File: src/rtl/arith_pkg.sv
// Shared arithmetic types and a reference full-adder function.
// Pure declarations; no logic or state.
package arith_pkg;

  // Two-bit result of a one-bit add: {carry, sum}.
  typedef logic [1:0] fa_result_t;

  function automatic fa_result_t fa_ref(input logic a, input logic b, input logic c);
    return {(a & b) | (a & c) | (b & c), a ^ b ^ c};
  endfunction

endpackage

File: src/rtl/full_adder1_half_adder.sv
// Half adder: s = x ^ y, c = x & y.
// Zero latency, purely combinational.
module half_adder
  import arith_pkg::*;
(
  input  logic x,
  input  logic y,
  output logic s,
  output logic c
);

  fa_result_t w_res;

  assign w_res = {x & y, x ^ y};
  assign s     = w_res[0];
  assign c     = w_res[1];

endmodule

File: src/rtl/full_adder1.sv
// One-bit full adder built from two half adders, with optional registered copies.
// sum1/Cout: zero latency; sum1_q/Cout_q/valid_q: one cycle after a cycle with en=1.
module full_adder1
  import arith_pkg::*;
#(
  parameter bit   REG_OUT  = 1'b1,
  parameter logic RST_SUM  = 1'b0,
  parameter logic RST_COUT = 1'b0
) (
  input  logic clk,
  input  logic rst,
  input  logic a,
  input  logic b,
  input  logic Cin,
  input  logic en,
  output logic sum1,
  output logic Cout,
  output logic sum1_q,
  output logic Cout_q,
  output logic valid_q
);

  logic       w_s1;
  logic       w_c1;
  logic       w_c2;
  fa_result_t w_res;

  half_adder u_ha0 (
    .x (a),
    .y (b),
    .s (w_s1),
    .c (w_c1)
  );

  half_adder u_ha1 (
    .x (w_s1),
    .y (Cin),
    .s (w_res[0]),
    .c (w_c2)
  );

  // The two half-adder carries can never both be 1, so OR is exact.
  assign w_res[1] = w_c1 | w_c2;
  assign sum1     = w_res[0];
  assign Cout     = w_res[1];

  if (REG_OUT) begin : g_reg
    logic r_sum;
    logic r_cout;
    logic r_vld;

    always_ff @(posedge clk or posedge rst) begin
      if (rst) begin
        r_sum  <= RST_SUM;
        r_cout <= RST_COUT;
        r_vld  <= 1'b0;
      end else begin
        r_vld <= en;
        if (en) begin
          r_sum  <= w_res[0];
          r_cout <= w_res[1];
        end
      end
    end

    assign sum1_q  = r_sum;
    assign Cout_q  = r_cout;
    assign valid_q = r_vld;
  end else begin : g_noreg
    assign sum1_q  = 1'b0;
    assign Cout_q  = 1'b0;
    assign valid_q = 1'b0;
  end

endmodule

File: config.mk
export PLATFORM = sky130hd
export DESIGN_NAME = full_adder1
export DESIGN_NICKNAME = d
export VERILOG_FILES = /design/src/rtl/arith_pkg.sv /design/src/rtl/full_adder1_half_adder.sv /design/src/rtl/full_adder1.sv
export SDC_FILE = /design/constraint.sdc
export NUM_CORES = 1
export LEC_CHECK = 0
export BUFFER_PORTS_ARGS = -buffer_cell sky130_fd_sc_hd__buf_4
export CAP_MARGIN = 40
export CORE_AREA = 2 2 39 41
export DETAILED_ROUTE_END_ITERATION = 10
export DIE_AREA = 0 0 41 43
export SLEW_MARGIN = 20
export SYNTH_ARGS = -nofsm -noshare
export SYNTH_HDL_FRONTEND = slang
export SYNTH_SLANG_ARGS = --single-unit
export TNS_END_PERCENT = 50
File: constraint.sdc
create_clock -name clk -period 0.8 [get_ports clk]
set_input_delay 0.04 -clock clk [delete_from_list [all_inputs] [get_ports clk]]
set_output_delay 0.04 -clock clk [all_outputs]
set_load 0.1 [all_outputs]
# [Yosys cells after proc, flatten, opt, wreduce, memory -nomap -nowiden]
# Cells that the tools add are included.
[op_classes] bitwise_logic=5
[op_table] op="1-bit bitwise AND" count=2
[op_table] op="1-bit XOR" count=2
[op_table] op="1-bit bitwise OR" count=1
[totals] out_inout_bits=5 wordCells=8 reg_bits=3

# [Depth between registers and ports, before layout]
# Gate-level depths: netlist (run 1).
[depth] word_depth=3 mapped_depth=2 mapped_depth_nobuf=2

# [Hierarchy]
# A second synthesis (run 1) with hierarchy kept.
[unflattened] cells_unflattened=9 area_unflattened_um2=136.4
[modules_own_cells] mod="full_adder1" cells_each=7 area_each_um2=111.4 n_inst=1 seq_area_each_um2=75.1
[modules_own_cells] mod="half_adder" cells_each=1 area_each_um2=12.5 n_inst=2 seq_area_each_um2=0.0

# [Least setup slack after synthesis (run 1)]
# OpenSTA, ideal clock, no wires.
[synth_path] kind="in2reg" startpoint="in a" endpoint="reg g_reg.r_sum, in the netlist sum1_q" cell_stages=2 path_slack_ps=-787 path_buffers=0 setup_time_ps=70 t_required_ps=730 arrival_ps=1517 path_cell_list="fa_1 mux2_2"
[synth_between] elab_chain_cells=2
[synth_rtl] element="from (decl)" line_no="full_adder1.sv:12" source="input logic a,"
[synth_rtl] element="1-bit XOR (2 in a row)" line_no="full_adder1_half_adder.sv:14" source="assign w_res = {x & y, x ^ y};"
[synth_rtl] element="to (signal assigned)" line_no="full_adder1.sv:60" source="r_sum <= w_res[0];"
[synth_rtl] element="to (decl)" line_no="full_adder1.sv:48" source="logic r_sum;"
# Every way passes these cells.
# A chain may end at the register's enable or synchronous reset.

# [Worst setup path after layout (run 1)]
[layout_path] startpoint="in Cin" endpoint="out sum1"
[layout_between] elab_chain_cells=1
[layout_rtl] element="from (decl)" line_no="full_adder1.sv:14" source="input logic Cin,"
[layout_rtl] element="1-bit XOR" line_no="full_adder1_half_adder.sv:14"
[layout_rtl] element="to (decl)" line_no="full_adder1.sv:16" source="output logic sum1,"
# Every way passes these cells.

==> flow_summary.html, run 1 <==
<table>
<tr><th>Metric</th><th>Value</th></tr>
<tr><th colspan="2">Run status</th></tr>
<tr><td>Result of the run</td><td>finished with violations</td></tr>
<tr><td>Failing checks</td><td>negative setup slack</td></tr>
<tr><th colspan="2">Yosys</th></tr>
<tr><td>Cell variety after synth</td><td>4</td></tr>
<tr><td>Part of the Yosys area used for sequential elements</td><td>0.6186</td></tr>
<tr><td>Netlist area before placement</td><td>121.4 sq um</td></tr>
<tr><td>Number of warnings issued by yosys</td><td>0</td></tr>
<tr><td>Post-synthesis sequential element count</td><td>3</td></tr>
<tr><td>Synthesized area per cell</td><td>17.34 sq um</td></tr>
<tr><td>Synthesized net count</td><td>14</td></tr>
<tr><td>Post-synthesis instance total</td><td>7</td></tr>
<tr><th colspan="2">Layout</th></tr>
<tr><td>Number of antenna cells inserted</td><td>0</td></tr>
<tr><td>Layout Nets</td><td>31</td></tr>
<tr><td>Layout-stage area growth over the synthesis result</td><td>172.2%</td></tr>
<tr><td>Filler cells</td><td>148</td></tr>
<tr><td>Finished layout cell area</td><td>330.3 sq um</td></tr>
<tr><td>Fraction of final layout cells with drive strength greater than 1</td><td>0.7391</td></tr>
<tr><th colspan="2">Detailed routing</th></tr>
<tr><td>First drt pass iteration count</td><td>2</td></tr>
<tr><td>Wire length per cell after detailed routing</td><td>9.641 um</td></tr>
<tr><td>Routed vias/inst</td><td>3.154</td></tr>
<tr><td>Starting DRC count in detailed routing</td><td>1</td></tr>
<tr><td>Routed via count</td><td>123</td></tr>
<tr><td>Detail Route Antenna Nets</td><td>0</td></tr>
<tr><td>Overall routed net length</td><td>376 um</td></tr>
<tr><td>Post-detailed-route DRC marker count</td><td>0</td></tr>
<tr><th colspan="2">Timing</th></tr>
<tr><td>Relative slew slack</td><td>0.8652</td></tr>
<tr><td>Number of failing hold endpoints at the final stage</td><td>0</td></tr>
<tr><td>Setup violations, final</td><td>5</td></tr>
<tr><td>Final worst-path cycle share</td><td>1.197</td></tr>
<tr><td>Worst Max-Slew Pin Slew</td><td>0.2026 ns</td></tr>
<tr><td>Timing-limited maximum frequency</td><td>1045 MHz</td></tr>
<tr><td>Minimum clock period after layout</td><td>0.9573 ns</td></tr>
<tr><td>Number of slew-limit violations in the final report</td><td>0</td></tr>
<tr><td>Smallest setup slack after layout</td><td>-0.1573 ns</td></tr>
<tr><td>Setup repair after global routing missed its margin</td><td>yes</td></tr>
<tr><td>Clock skew after layout</td><td>0 ns</td></tr>
<tr><td>Final total negative setup slack</td><td>-0.3333 ns</td></tr>
<tr><th colspan="2">Critical path</th></tr>
<tr><td>Critical path data required time</td><td>0.76 ns</td></tr>
<tr><td>Startpoint-to-endpoint class of the critical path</td><td>in -&gt; out</td></tr>
<tr><td>Arrival @ worst endpoint</td><td>0.92 ns</td></tr>
<tr><td>Stages on worst setup path</td><td>3</td></tr>
<tr><td>CP endpoint kind</td><td>output pin</td></tr>
<tr><td>Crit path cell chain</td><td>buf_6, fa_2, buf_12</td></tr>
<tr><td>Worst r2r path cells</td><td>1</td></tr>
<tr><td>Family with the most delay on the worst path</td><td>adder cells</td></tr>
<tr><td>Crit start category</td><td>primary input</td></tr>
<tr><td>Buffers and inverters on the worst path</td><td>2</td></tr>
<tr><td>Slowest stage delay, CP</td><td>0.60 ns</td></tr>
<tr><td>Critical path peak fanout</td><td>2</td></tr>
<tr><td>Max stage delay cell, worst path</td><td>sky130_fd_sc_hd__fa_2</td></tr>
<tr><th colspan="2">Global route</th></tr>
<tr><td>Met1 Track Usage GR</td><td>0.05502</td></tr>
<tr><td>GRT busiest layer</td><td>met3</td></tr>
<tr><td>Fraction of met2 tracks used by global routing</td><td>0.06250</td></tr>
<tr><td>First-pass GRT wire length</td><td>565 um</td></tr>
<tr><td>Overall routing resource usage</td><td>0.05936</td></tr>
<tr><td>Number of global-route vias before repair</td><td>116</td></tr>
<tr><td>Met3 track demand over resource in global routing</td><td>0.08377</td></tr>
<tr><td>Pin count of the biggest net entering global routing</td><td>4</td></tr>
<tr><td>Total congestion overflow after global routing</td><td>0</td></tr>
<tr><td>Initial antenna violation count</td><td>0</td></tr>
<tr><th colspan="2">Floorplan</th></tr>
<tr><td>Die height</td><td>43 um</td></tr>
<tr><td>Num ports</td><td>11</td></tr>
<tr><td>Initial core utilization</td><td>0.08770</td></tr>
<tr><td>Width of the chip</td><td>41 um</td></tr>
<tr><td>Number of core rows</td><td>14</td></tr>
<tr><td>Core Box Area</td><td>1384 sq um</td></tr>
<tr><td>Die area</td><td>1763 sq um</td></tr>
<tr><th colspan="2">Clocking</th></tr>
<tr><td>Post-CTS setup buffer count</td><td>0</td></tr>
<tr><td>CTS Root Cell</td><td>sky130_fd_sc_hd__clkbuf_4</td></tr>
<tr><td>Clock-pin transition on the worst setup and hold timing paths</td><td>0.04 ns</td></tr>
<tr><td>H-tree levels</td><td>1</td></tr>
<tr><td>TritonCTS clock tree</td><td>yes</td></tr>
<tr><td>Maximum clock insertion buffer count</td><td>2</td></tr>
<tr><td>TritonCTS sink count</td><td>3</td></tr>
<tr><td>Clk_lat worst skew</td><td>0.23 ns</td></tr>
<tr><td>Number of clock buffers inserted by TritonCTS</td><td>3</td></tr>
<tr><th colspan="2">Pwr</th></tr>
<tr><td>Power density over the cells</td><td>2753 nW/um^2</td></tr>
<tr><td>Overall power of the completed layout</td><td>909.5 uW</td></tr>
<tr><td>Static leakage</td><td>0.0001537 uW</td></tr>
<tr><td>Peak ir drop on the vdd network</td><td>0.6263 mV</td></tr>
<tr><th colspan="2">Flow run</th></tr>
<tr><td>Maximum Capacitance Violations</td><td>0</td></tr>
<tr><th colspan="2">Placed design</th></tr>
<tr><td>Placement-stage cell area</td><td>227.7 sq um</td></tr>
<tr><td>IO buf count</td><td>10</td></tr>
<tr><td>Final RePlAce weighted congestion</td><td>0.6533</td></tr>
<tr><th colspan="2">Min path</th></tr>
<tr><td>Class of the tightest hold or removal check</td><td>in -&gt; reg</td></tr>
<tr><td>Worst hold stages</td><td>2</td></tr>
</table>
==> cell usage after synthesis <==
cell	count	area (sq um)
sky130_fd_sc_hd__dfrtp_1	3	75.07
sky130_fd_sc_hd__mux2_2	2	22.52
sky130_fd_sc_hd__fa_1	1	20.02
sky130_fd_sc_hd__inv_1	1	3.750
==> layout make-up <==
type,count,area [sq um],share of cell area
multi-input cells,3,52.55,0.1591
inverters,1,3.754,0.01136
clock buffers,4,26.28,0.07955
flip-flops and latches,3,76.32,0.2311
repair buffers,12,151.4,0.4583
well taps,16,20.02,0.06061
==> final timing paths <==
path,startpoint,end,slack [ns]
worst max-delay path,Cin,sum1,-0.16
worst min-delay path,en,Cout_q$_DFFE_PP0P_,0.09
worst max register to register,Cout_q$_DFFE_PP0P_,Cout_q$_DFFE_PP0P_,-0.01
worst min register to register,Cout_q$_DFFE_PP0P_,Cout_q$_DFFE_PP0P_,0.57
max in group asynchronous,rst,Cout_q$_DFFE_PP0P_,0.42
min in group asynchronous,rst,valid_q$_DFF_PP0_,0.23
==> per-layer routing <==
metal,vias up,wire length (um)
met5,-,0
met4,0,0
met3,0,73
met2,13,158
met1,56,144
li1,54,-
==> what timing repair did <==
action | 4_1_cts | 5_1_grt
hold buffers | 2 | 0
setup endpoints to repair | 5 | 6
resized for setup | 12 | 2
pin swaps | 1 | 1
hold endpoints to repair | 4 | 0
==> through the flow <==
step / hold WS, ns / setup WS [ns] / cells / utilization
detailed placement: -0.07955 / -0.2706 / 33 / 0.1646
floorplan: -0.2064 / -0.4607 / 7 / -
global placement: -0.08525 / -0.2663 / 33 / 0.1646
finish: 0.08811 / -0.1573 / 39 / 0.2387
CTS: 0.07545 / -0.1660 / 39 / 0.2333
global route: 0.07951 / -0.1716 / 39 / 0.2387
==> cell usage in the layout, fill, tap and decap left out, drive strengths merged <==
master	n
dfrtp	3
fa	1
mux2	2
dlygate4sd3	2
clkbuf	4
inv	1
buf	10
==> kinds of logic (layout without fill, tap and decap cells) <==
kind of cell,after synthesis,count (layout),synth area share
DFF,3,3,0.6185
buffers and inverters,1,17,0.03090
muxes,2,2,0.1856
adders and majority gates,1,1,0.1650
==> power by group <==
group	leakage, uW	switching, uW	total (uW)	internal [uW]
Sequential	0.0000340	21.3	194	173
Combinational	0.000105	272	438	166
Clock	0.0000150	89.4	277	188
Total	0.000154	383	909	527
==> sequential cells by signal, indices dropped and copies added (netlist names) <==
register and flops:
Cout_q 1, valid_q 1, sum1_q 1
Note: power is estimated with default switching activity, not from simulation.
==> inputs of run 2 (changes only) <==
PLACE_DENSITY = 0.36   (was default)
==> run 2 against run 1 <==
  * The run still ends with negative setup slack left
  * Hold slack improved by 0.00087 ns
  * Combinational power barely moved
  * Critical endpoint unchanged
  * First-iteration DRC count fell by 100%
  * Highest routed layer unchanged
  * Sequential share of layout area fell by 0.087 points
  * Critical path type unchanged
  * Register-to-register slack barely moved
  * Largest power group unchanged
  * Maximum frequency fell by 0.32%
  * Sequential cell count did not move
  * Cell area rose by 0.38%
==> flow_summary.html, run 2 (synthesized netlist as in run 1, its figures left out) <==
<table>
<tr><th>Metric</th><th>Value</th></tr>
<tr><th colspan="2">Critical path</th></tr>
<tr><td>Startpoint-to-endpoint class of the critical path</td><td>in -&gt; out (unchanged)</td></tr>
<tr><td>Crit path cell chain</td><td>buf_6, fa_2, buf_12 (unchanged)</td></tr>
<tr><td>Worst r2r path cells</td><td>1 (unchanged)</td></tr>
<tr><td>Stages on worst setup path</td><td>3 (unchanged)</td></tr>
<tr><td>RR Startpoint</td><td>Cout_q$_DFFE_PP0P_ (unchanged)</td></tr>
<tr><td>Buffers and inverters on the worst path</td><td>2 (unchanged)</td></tr>
<tr><td>Critical Path End</td><td>sum1 (unchanged)</td></tr>
<tr><td>Arrival @ worst endpoint</td><td>0.92 ns (about the same)</td></tr>
<tr><td>Max stage delay cell, worst path</td><td>sky130_fd_sc_hd__fa_2 (unchanged)</td></tr>
<tr><td>Critical path data required time</td><td>0.76 ns (about the same)</td></tr>
<tr><td>Crit start category</td><td>primary input (unchanged)</td></tr>
<tr><td>Critical path peak fanout</td><td>2 (unchanged)</td></tr>
<tr><td>Register-to-Register Setup Slack</td><td>-0.01 ns (about the same)</td></tr>
<tr><td>CP endpoint kind</td><td>output pin (unchanged)</td></tr>
<tr><td>Worst r2r dst</td><td>Cout_q$_DFFE_PP0P_ (unchanged)</td></tr>
<tr><td>Family with the most delay on the worst path</td><td>adder cells (unchanged)</td></tr>
<tr><td>Slowest stage delay, CP</td><td>0.60 ns (about the same)</td></tr>
<tr><td>CP Launch Point</td><td>a (was Cin)</td></tr>
<tr><th colspan="2">Global route</th></tr>
<tr><td>Pin count of the biggest net entering global routing</td><td>4 (unchanged)</td></tr>
<tr><td>Total congestion overflow after global routing</td><td>0 (unchanged)</td></tr>
<tr><td>Number of global-route vias before repair</td><td>141 (was 116)</td></tr>
<tr><td>Overall routing resource usage</td><td>0.05746 (was 0.05936)</td></tr>
<tr><td>Initial antenna violation count</td><td>0 (unchanged)</td></tr>
<tr><td>First-pass GRT wire length</td><td>572 um (was 565 um)</td></tr>
<tr><th colspan="2">Layout</th></tr>
<tr><td>Fraction of final layout cells with drive strength greater than 1</td><td>0.7391 (unchanged)</td></tr>
<tr><td>Finished layout cell area</td><td>331.6 sq um (was 330.3 sq um)</td></tr>
<tr><td>Commonest cells after routing, fill and taps aside</td><td>4 x sky130_fd_sc_hd__buf_4, 4 x sky130_fd_sc_hd__buf_12, 3 x sky130_fd_sc_hd__clkbuf_4 (was 3 x sky130_fd_sc_hd__clkbuf_4, 3 x sky130_fd_sc_hd__buf_6, 3 x sky130_fd_sc_hd__buf_4, 3 x sky130_fd_sc_hd__buf_12)</td></tr>
<tr><td>Post-layout utilization of the core</td><td>0.2396 (was 0.2387)</td></tr>
<tr><td>Number of antenna cells inserted</td><td>0 (unchanged)</td></tr>
<tr><td>Layout-stage area growth over the synthesis result</td><td>173.2% (was 172.2%)</td></tr>
<tr><td>Layout Nets</td><td>31 (unchanged)</td></tr>
<tr><th colspan="2">Detailed routing</th></tr>
<tr><td>Routed via count</td><td>114 (was 123)</td></tr>
<tr><td>Detail Route Antenna Nets</td><td>0 (unchanged)</td></tr>
<tr><td>Overall routed net length</td><td>339 um (was 376 um)</td></tr>
<tr><td>Routed vias/inst</td><td>2.923 (was 3.154)</td></tr>
<tr><td>Wire length per cell after detailed routing</td><td>8.692 um (was 9.641 um)</td></tr>
<tr><td>First drt pass iteration count</td><td>1 (was 2)</td></tr>
<tr><td>Post-detailed-route DRC marker count</td><td>0 (unchanged)</td></tr>
<tr><td>Starting DRC count in detailed routing</td><td>0 (was 1)</td></tr>
<tr><th colspan="2">Pwr</th></tr>
<tr><td>Power density over the cells</td><td>2711 nW/um^2 (was 2753 nW/um^2)</td></tr>
<tr><td>Overall power of the completed layout</td><td>899.0 uW (was 909.5 uW)</td></tr>
<tr><td>Peak ir drop on the vdd network</td><td>0.7553 mV (was 0.6263 mV)</td></tr>
<tr><td>Static leakage</td><td>0.0001545 uW (was 0.0001537 uW)</td></tr>
<tr><th colspan="2">Floorplan</th></tr>
<tr><td>Width of the chip</td><td>41 um (unchanged)</td></tr>
<tr><td>Initial core utilization</td><td>0.08770 (unchanged)</td></tr>
<tr><td>Die height</td><td>43 um (unchanged)</td></tr>
<tr><td>Num ports</td><td>11 (unchanged)</td></tr>
<tr><td>Die area</td><td>1763 sq um (unchanged)</td></tr>
<tr><td>Core Box Area</td><td>1384 sq um (unchanged)</td></tr>
<tr><td>Number of core rows</td><td>14 (unchanged)</td></tr>
<tr><th colspan="2">Timing</th></tr>
<tr><td>Number of slew-limit violations in the final report</td><td>0 (unchanged)</td></tr>
<tr><td>Clock skew after layout</td><td>0 ns (unchanged)</td></tr>
<tr><td>Setup repair after global routing missed its margin</td><td>yes (unchanged)</td></tr>
<tr><td>Setup violations, final</td><td>5 (unchanged)</td></tr>
<tr><td>Minimum clock period after layout</td><td>0.9604 ns (was 0.9573 ns)</td></tr>
<tr><td>Relative slew slack</td><td>0.8648 (was 0.8652)</td></tr>
<tr><td>Smallest setup slack after layout</td><td>-0.1604 ns (was -0.1573 ns)</td></tr>
<tr><td>Timing-limited maximum frequency</td><td>1041 MHz (was 1045 MHz)</td></tr>
<tr><td>Final total negative setup slack</td><td>-0.3178 ns (was -0.3333 ns)</td></tr>
<tr><td>Final worst-path cycle share</td><td>1.201 (was 1.197)</td></tr>
<tr><td>Worst Max-Slew Pin Slew</td><td>0.2032 ns (was 0.2026 ns)</td></tr>
<tr><td>Number of failing hold endpoints at the final stage</td><td>0 (unchanged)</td></tr>
<tr><th colspan="2">Clocking</th></tr>
<tr><td>H-tree levels</td><td>1 (unchanged)</td></tr>
<tr><td>TritonCTS clock tree</td><td>yes (unchanged)</td></tr>
<tr><td>Number of clock buffers inserted by TritonCTS</td><td>3 (unchanged)</td></tr>
<tr><td>Clock-pin transition on the worst setup and hold timing paths</td><td>0.04 ns (about the same)</td></tr>
<tr><td>Clk_lat worst skew</td><td>0.23 ns (about the same)</td></tr>
<tr><td>TritonCTS sink count</td><td>3 (unchanged)</td></tr>
<tr><td>CTS Root Cell</td><td>sky130_fd_sc_hd__clkbuf_4 (unchanged)</td></tr>
<tr><td>Maximum clock insertion buffer count</td><td>2 (unchanged)</td></tr>
<tr><td>Post-CTS setup buffer count</td><td>0 (unchanged)</td></tr>
<tr><th colspan="2">Placed design</th></tr>
<tr><td>Final RePlAce weighted congestion</td><td>0.6444 (was 0.6533)</td></tr>
<tr><td>IO buf count</td><td>10 (unchanged)</td></tr>
<tr><td>Placement-stage cell area</td><td>227.7 sq um (unchanged)</td></tr>
<tr><td>Placement-stage worst setup slack</td><td>-0.2679 ns (was -0.2706 ns)</td></tr>
<tr><th colspan="2">Min path</th></tr>
<tr><td>Class of the tightest hold or removal check</td><td>in -&gt; reg (unchanged)</td></tr>
<tr><th colspan="2">Run status</th></tr>
<tr><td>Result of the run</td><td>finished with violations (unchanged)</td></tr>
<tr><td>Failing checks</td><td>negative setup slack (unchanged)</td></tr>
<tr><th colspan="2">Flow run</th></tr>
<tr><td>Maximum Capacitance Violations</td><td>0 (unchanged)</td></tr>
</table>
## run 2: repair_timing
item,4_1_cts,5_1_grt
hold buffers,2,0
gates resized for setup,12,2
pin swaps,1,0
endpoints found under the setup margin,5,7
hold endpoints to repair,4,0
## run 2: how the worst min path moves through the flow
stage          from            endpoint  cells after the start  slack (ns)
5_1_grt          en  Cout_q$_DFFE_PP0P_                      2        0.09
2_1_floorplan   rst  sum1_q$_DFFE_PP0P_                      1       -0.21
3_3_place_gp    rst   valid_q$_DFF_PP0_                      2       -0.09
4_1_cts          en  Cout_q$_DFFE_PP0P_                      2        0.08
6_report         en  Cout_q$_DFFE_PP0P_                      2        0.09
3_5_place_dp    rst   valid_q$_DFF_PP0_                      2       -0.08
## run 2: through the flow
stage	instances	hold WS [ns]
final	39	0.08899
after global placement	33	-0.08615
after CTS	39	0.07978
after floorplan	7	-0.2064
after detailed placement	33	-0.08075
after global routing	39	0.09008
## run 2: cell type report
cell class	instances	area [sq um]
clock buffer	4	26.28
fill	143	1052
inverter	1	3.754
multi-input combinational	3	52.55
sequential	3	76.32
tap	16	20.02
timing repair buffer	12	152.6
## run 2: metal layers
metal / up-vias / wire length (um) / global-route usage
li1: 54 / - / -
met1: 49 / 131 / 0.05537
met2: 11 / 151 / 0.06563
met3: 0 / 57 / 0.03665
met4: 0 / 0 / 0.08000
met5: - / 0 / 0
## run 2: power breakdown
part / leakage [uW] / switching [uW] / internal (uW) / total, uW
registers: 0.0000340 / 21.9 / 173 / 195
clock network: 0.0000150 / 78.0 / 187 / 265
logic: 0.000105 / 272 / 167 / 439
==> inputs of run 3 (changes only) <==
PLACE_DENSITY = 0.3   (was 0.36)
==> run 3 against run 2 <==
  * Largest power group unchanged
  * The run still ends with negative setup slack left
  * Critical path type unchanged
  * Utilization down 0.090 points
  * Routed wire length down 14%
  * Hold slack worse by 0.0040 ns
  * Clock power about the same
  * Critical path depth unchanged
==> flow_summary.html, run 3 (synthesized netlist as in run 1, its figures left out) <==
<table>
<tr><th>Metric</th><th>Value</th></tr>
<tr><th colspan="2">Critical path</th></tr>
<tr><td>Family with the most delay on the worst path</td><td>adder cells (unchanged)</td></tr>
<tr><td>Startpoint-to-endpoint class of the critical path</td><td>in -&gt; out (unchanged)</td></tr>
<tr><td>Critical path data required time</td><td>0.76 ns (about the same)</td></tr>
<tr><td>Critical path peak fanout</td><td>2 (unchanged)</td></tr>
<tr><td>CP endpoint kind</td><td>output pin (unchanged)</td></tr>
<tr><td>Slowest stage delay, CP</td><td>0.59 ns (was 0.60 ns)</td></tr>
<tr><td>Buffers and inverters on the worst path</td><td>2 (unchanged)</td></tr>
<tr><td>Arrival @ worst endpoint</td><td>0.91 ns (was 0.92 ns)</td></tr>
<tr><td>Crit path cell chain</td><td>buf_6, fa_2, buf_12 (unchanged)</td></tr>
<tr><td>Crit start category</td><td>primary input (unchanged)</td></tr>
<tr><td>Max stage delay cell, worst path</td><td>sky130_fd_sc_hd__fa_2 (unchanged)</td></tr>
<tr><th colspan="2">Timing</th></tr>
<tr><td>Clock skew after layout</td><td>0 ns (unchanged)</td></tr>
<tr><td>Number of failing hold endpoints at the final stage</td><td>0 (unchanged)</td></tr>
<tr><td>Final worst-path cycle share</td><td>1.185 (was 1.201)</td></tr>
<tr><td>Minimum clock period after layout</td><td>0.9477 ns (was 0.9604 ns)</td></tr>
<tr><td>Smallest setup slack after layout</td><td>-0.1477 ns (was -0.1604 ns)</td></tr>
<tr><td>Worst Max-Slew Pin Slew</td><td>0.2014 ns (was 0.2032 ns)</td></tr>
<tr><td>Setup violations, final</td><td>4 (was 5)</td></tr>
<tr><td>Final total negative setup slack</td><td>-0.2798 ns (was -0.3178 ns)</td></tr>
<tr><td>Relative slew slack</td><td>0.8661 (was 0.8648)</td></tr>
<tr><td>Setup repair after global routing missed its margin</td><td>yes (unchanged)</td></tr>
<tr><td>Timing-limited maximum frequency</td><td>1055 MHz (was 1041 MHz)</td></tr>
<tr><td>Number of slew-limit violations in the final report</td><td>0 (unchanged)</td></tr>
<tr><th colspan="2">Clocking</th></tr>
<tr><td>H-tree levels</td><td>1 (unchanged)</td></tr>
<tr><td>Number of clock buffers inserted by TritonCTS</td><td>3 (unchanged)</td></tr>
<tr><td>TritonCTS clock tree</td><td>yes (unchanged)</td></tr>
<tr><td>CTS Root Cell</td><td>sky130_fd_sc_hd__clkbuf_4 (unchanged)</td></tr>
<tr><td>Maximum clock insertion buffer count</td><td>2 (unchanged)</td></tr>
<tr><td>Post-CTS setup buffer count</td><td>0 (unchanged)</td></tr>
<tr><td>Clk_lat worst skew</td><td>0.23 ns (about the same)</td></tr>
<tr><td>TritonCTS sink count</td><td>3 (unchanged)</td></tr>
<tr><td>Clock-pin transition on the worst setup and hold timing paths</td><td>0.04 ns (about the same)</td></tr>
<tr><th colspan="2">Detailed routing</th></tr>
<tr><td>Routed vias/inst</td><td>2.821 (was 2.923)</td></tr>
<tr><td>Post-detailed-route DRC marker count</td><td>0 (unchanged)</td></tr>
<tr><td>Wire length per cell after detailed routing</td><td>7.487 um (was 8.692 um)</td></tr>
<tr><td>First drt pass iteration count</td><td>1 (unchanged)</td></tr>
<tr><td>Starting DRC count in detailed routing</td><td>0 (unchanged)</td></tr>
<tr><td>Detail Route Antenna Nets</td><td>0 (unchanged)</td></tr>
<tr><td>Overall routed net length</td><td>292 um (was 339 um)</td></tr>
<tr><td>Routed via count</td><td>110 (was 114)</td></tr>
<tr><th colspan="2">Layout</th></tr>
<tr><td>Layout-stage area growth over the synthesis result</td><td>172.2% (was 173.2%)</td></tr>
<tr><td>Commonest cells after routing, fill and taps aside</td><td>3 x sky130_fd_sc_hd__clkbuf_4, 3 x sky130_fd_sc_hd__buf_6, 3 x sky130_fd_sc_hd__buf_4, 3 x sky130_fd_sc_hd__buf_12 (was 4 x sky130_fd_sc_hd__buf_4, 4 x sky130_fd_sc_hd__buf_12, 3 x sky130_fd_sc_hd__clkbuf_4)</td></tr>
<tr><td>Number of antenna cells inserted</td><td>0 (unchanged)</td></tr>
<tr><td>Layout Nets</td><td>31 (unchanged)</td></tr>
<tr><td>Post-layout utilization of the core</td><td>0.2387 (was 0.2396)</td></tr>
<tr><td>Fraction of final layout cells with drive strength greater than 1</td><td>0.7391 (unchanged)</td></tr>
<tr><td>Filler cells</td><td>147 (was 143)</td></tr>
<tr><th colspan="2">Global route</th></tr>
<tr><td>Overall routing resource usage</td><td>0.05126 (was 0.05746)</td></tr>
<tr><td>Total congestion overflow after global routing</td><td>0 (unchanged)</td></tr>
<tr><td>Initial antenna violation count</td><td>0 (unchanged)</td></tr>
<tr><td>First-pass GRT wire length</td><td>455 um (was 572 um)</td></tr>
<tr><td>Number of global-route vias before repair</td><td>130 (was 141)</td></tr>
<tr><td>Pin count of the biggest net entering global routing</td><td>4 (unchanged)</td></tr>
<tr><th colspan="2">Placed design</th></tr>
<tr><td>Final RePlAce weighted congestion</td><td>0.5661 (was 0.6444)</td></tr>
<tr><td>IO buf count</td><td>10 (unchanged)</td></tr>
<tr><th colspan="2">Min path</th></tr>
<tr><td>Class of the tightest hold or removal check</td><td>in -&gt; reg (unchanged)</td></tr>
<tr><th colspan="2">Floorplan</th></tr>
<tr><td>Width of the chip</td><td>41 um (unchanged)</td></tr>
<tr><td>Die area</td><td>1763 sq um (unchanged)</td></tr>
<tr><td>Num ports</td><td>11 (unchanged)</td></tr>
<tr><td>Initial core utilization</td><td>0.08770 (unchanged)</td></tr>
<tr><td>Core Box Area</td><td>1384 sq um (unchanged)</td></tr>
<tr><td>Number of core rows</td><td>14 (unchanged)</td></tr>
<tr><td>Die height</td><td>43 um (unchanged)</td></tr>
<tr><th colspan="2">Pwr</th></tr>
<tr><td>Power density over the cells</td><td>2702 nW/um^2 (was 2711 nW/um^2)</td></tr>
<tr><td>Static leakage</td><td>0.0001537 uW (was 0.0001545 uW)</td></tr>
<tr><td>Peak ir drop on the vdd network</td><td>0.7821 mV (was 0.7553 mV)</td></tr>
<tr><th colspan="2">Run status</th></tr>
<tr><td>Failing checks</td><td>negative setup slack (unchanged)</td></tr>
<tr><td>Result of the run</td><td>finished with violations (unchanged)</td></tr>
<tr><th colspan="2">Flow run</th></tr>
<tr><td>Maximum Capacitance Violations</td><td>0 (unchanged)</td></tr>
</table>
## run 3: cell counts in the layout (fill, tap and decap cells not counted)
No cell type changed its count.
## run 3: where the power goes
group	switching [uW]	total, uW	internal (uW)
Combinational	269	435	166
Sequential	20.5	194	173
Clock	77.1	264	187
Total	367	893	526
## run 3: timing repair
item | in CTS | in global routing
endpoints found under the setup margin | 5 | 5
pin swaps | 1 | 1
hold buffers | 2 | 0
gates resized for setup | 11 | 3
endpoints found under the hold margin | 4 | 0
cloned | 0 | 0
## run 3: worst paths after layout
kind	slack, ns	startpoint	cells after the start	to
max	-0.15	Cin	3	sum1
min	0.08	en	2	sum1_q$_DFFE_PP0P_
max reg2reg	0	Cout_q$_DFFE_PP0P_	1	Cout_q$_DFFE_PP0P_
min reg2reg	0.55	Cout_q$_DFFE_PP0P_	1	Cout_q$_DFFE_PP0P_
max in group asynchronous	0.43	rst	3	Cout_q$_DFFE_PP0P_
min in group asynchronous	0.24	rst	3	sum1_q$_DFFE_PP0P_
## run 3: final cells by class
type | instances | area, sq um | area share
Tap cell | 16 | 20.02 | 0.06061
Timing Repair Buffer | 12 | 151.4 | 0.4583
Sequential cell | 3 | 76.32 | 0.2311
Inverter | 1 | 3.754 | 0.01136
Multi-Input combinational cell | 3 | 52.55 | 0.1591
Clock buffer | 4 | 26.28 | 0.07955
## run 3: stage by stage
step | hold slack [ns] | worst slack [ns] | cell area, sq um | std cells | power [uW]
2_1_floorplan | -0.2064 | -0.4607 | 132.6 | 7 | 467.0
3_3_place_gp | -0.08324 | -0.2481 | 227.7 | 33 | 537.0
3_5_place_dp | -0.08208 | -0.2511 | 227.7 | 33 | 536.0
4_1_cts | 0.07851 | -0.1511 | 317.8 | 39 | 896.7
5_1_grt | 0.08516 | -0.1601 | 330.3 | 39 | 940.5
6_report | 0.08496 | -0.1477 | 330.3 | 39 | 892.5
## run 3: layer usage
layer	track usage	vias up	share of wire
met5	0	-	0
met4	0.1200	0	0
met3	0.02618	0	0.13
met2	0.04375	8	0.54
met1	0.04516	47	0.32
li1	-	55	-
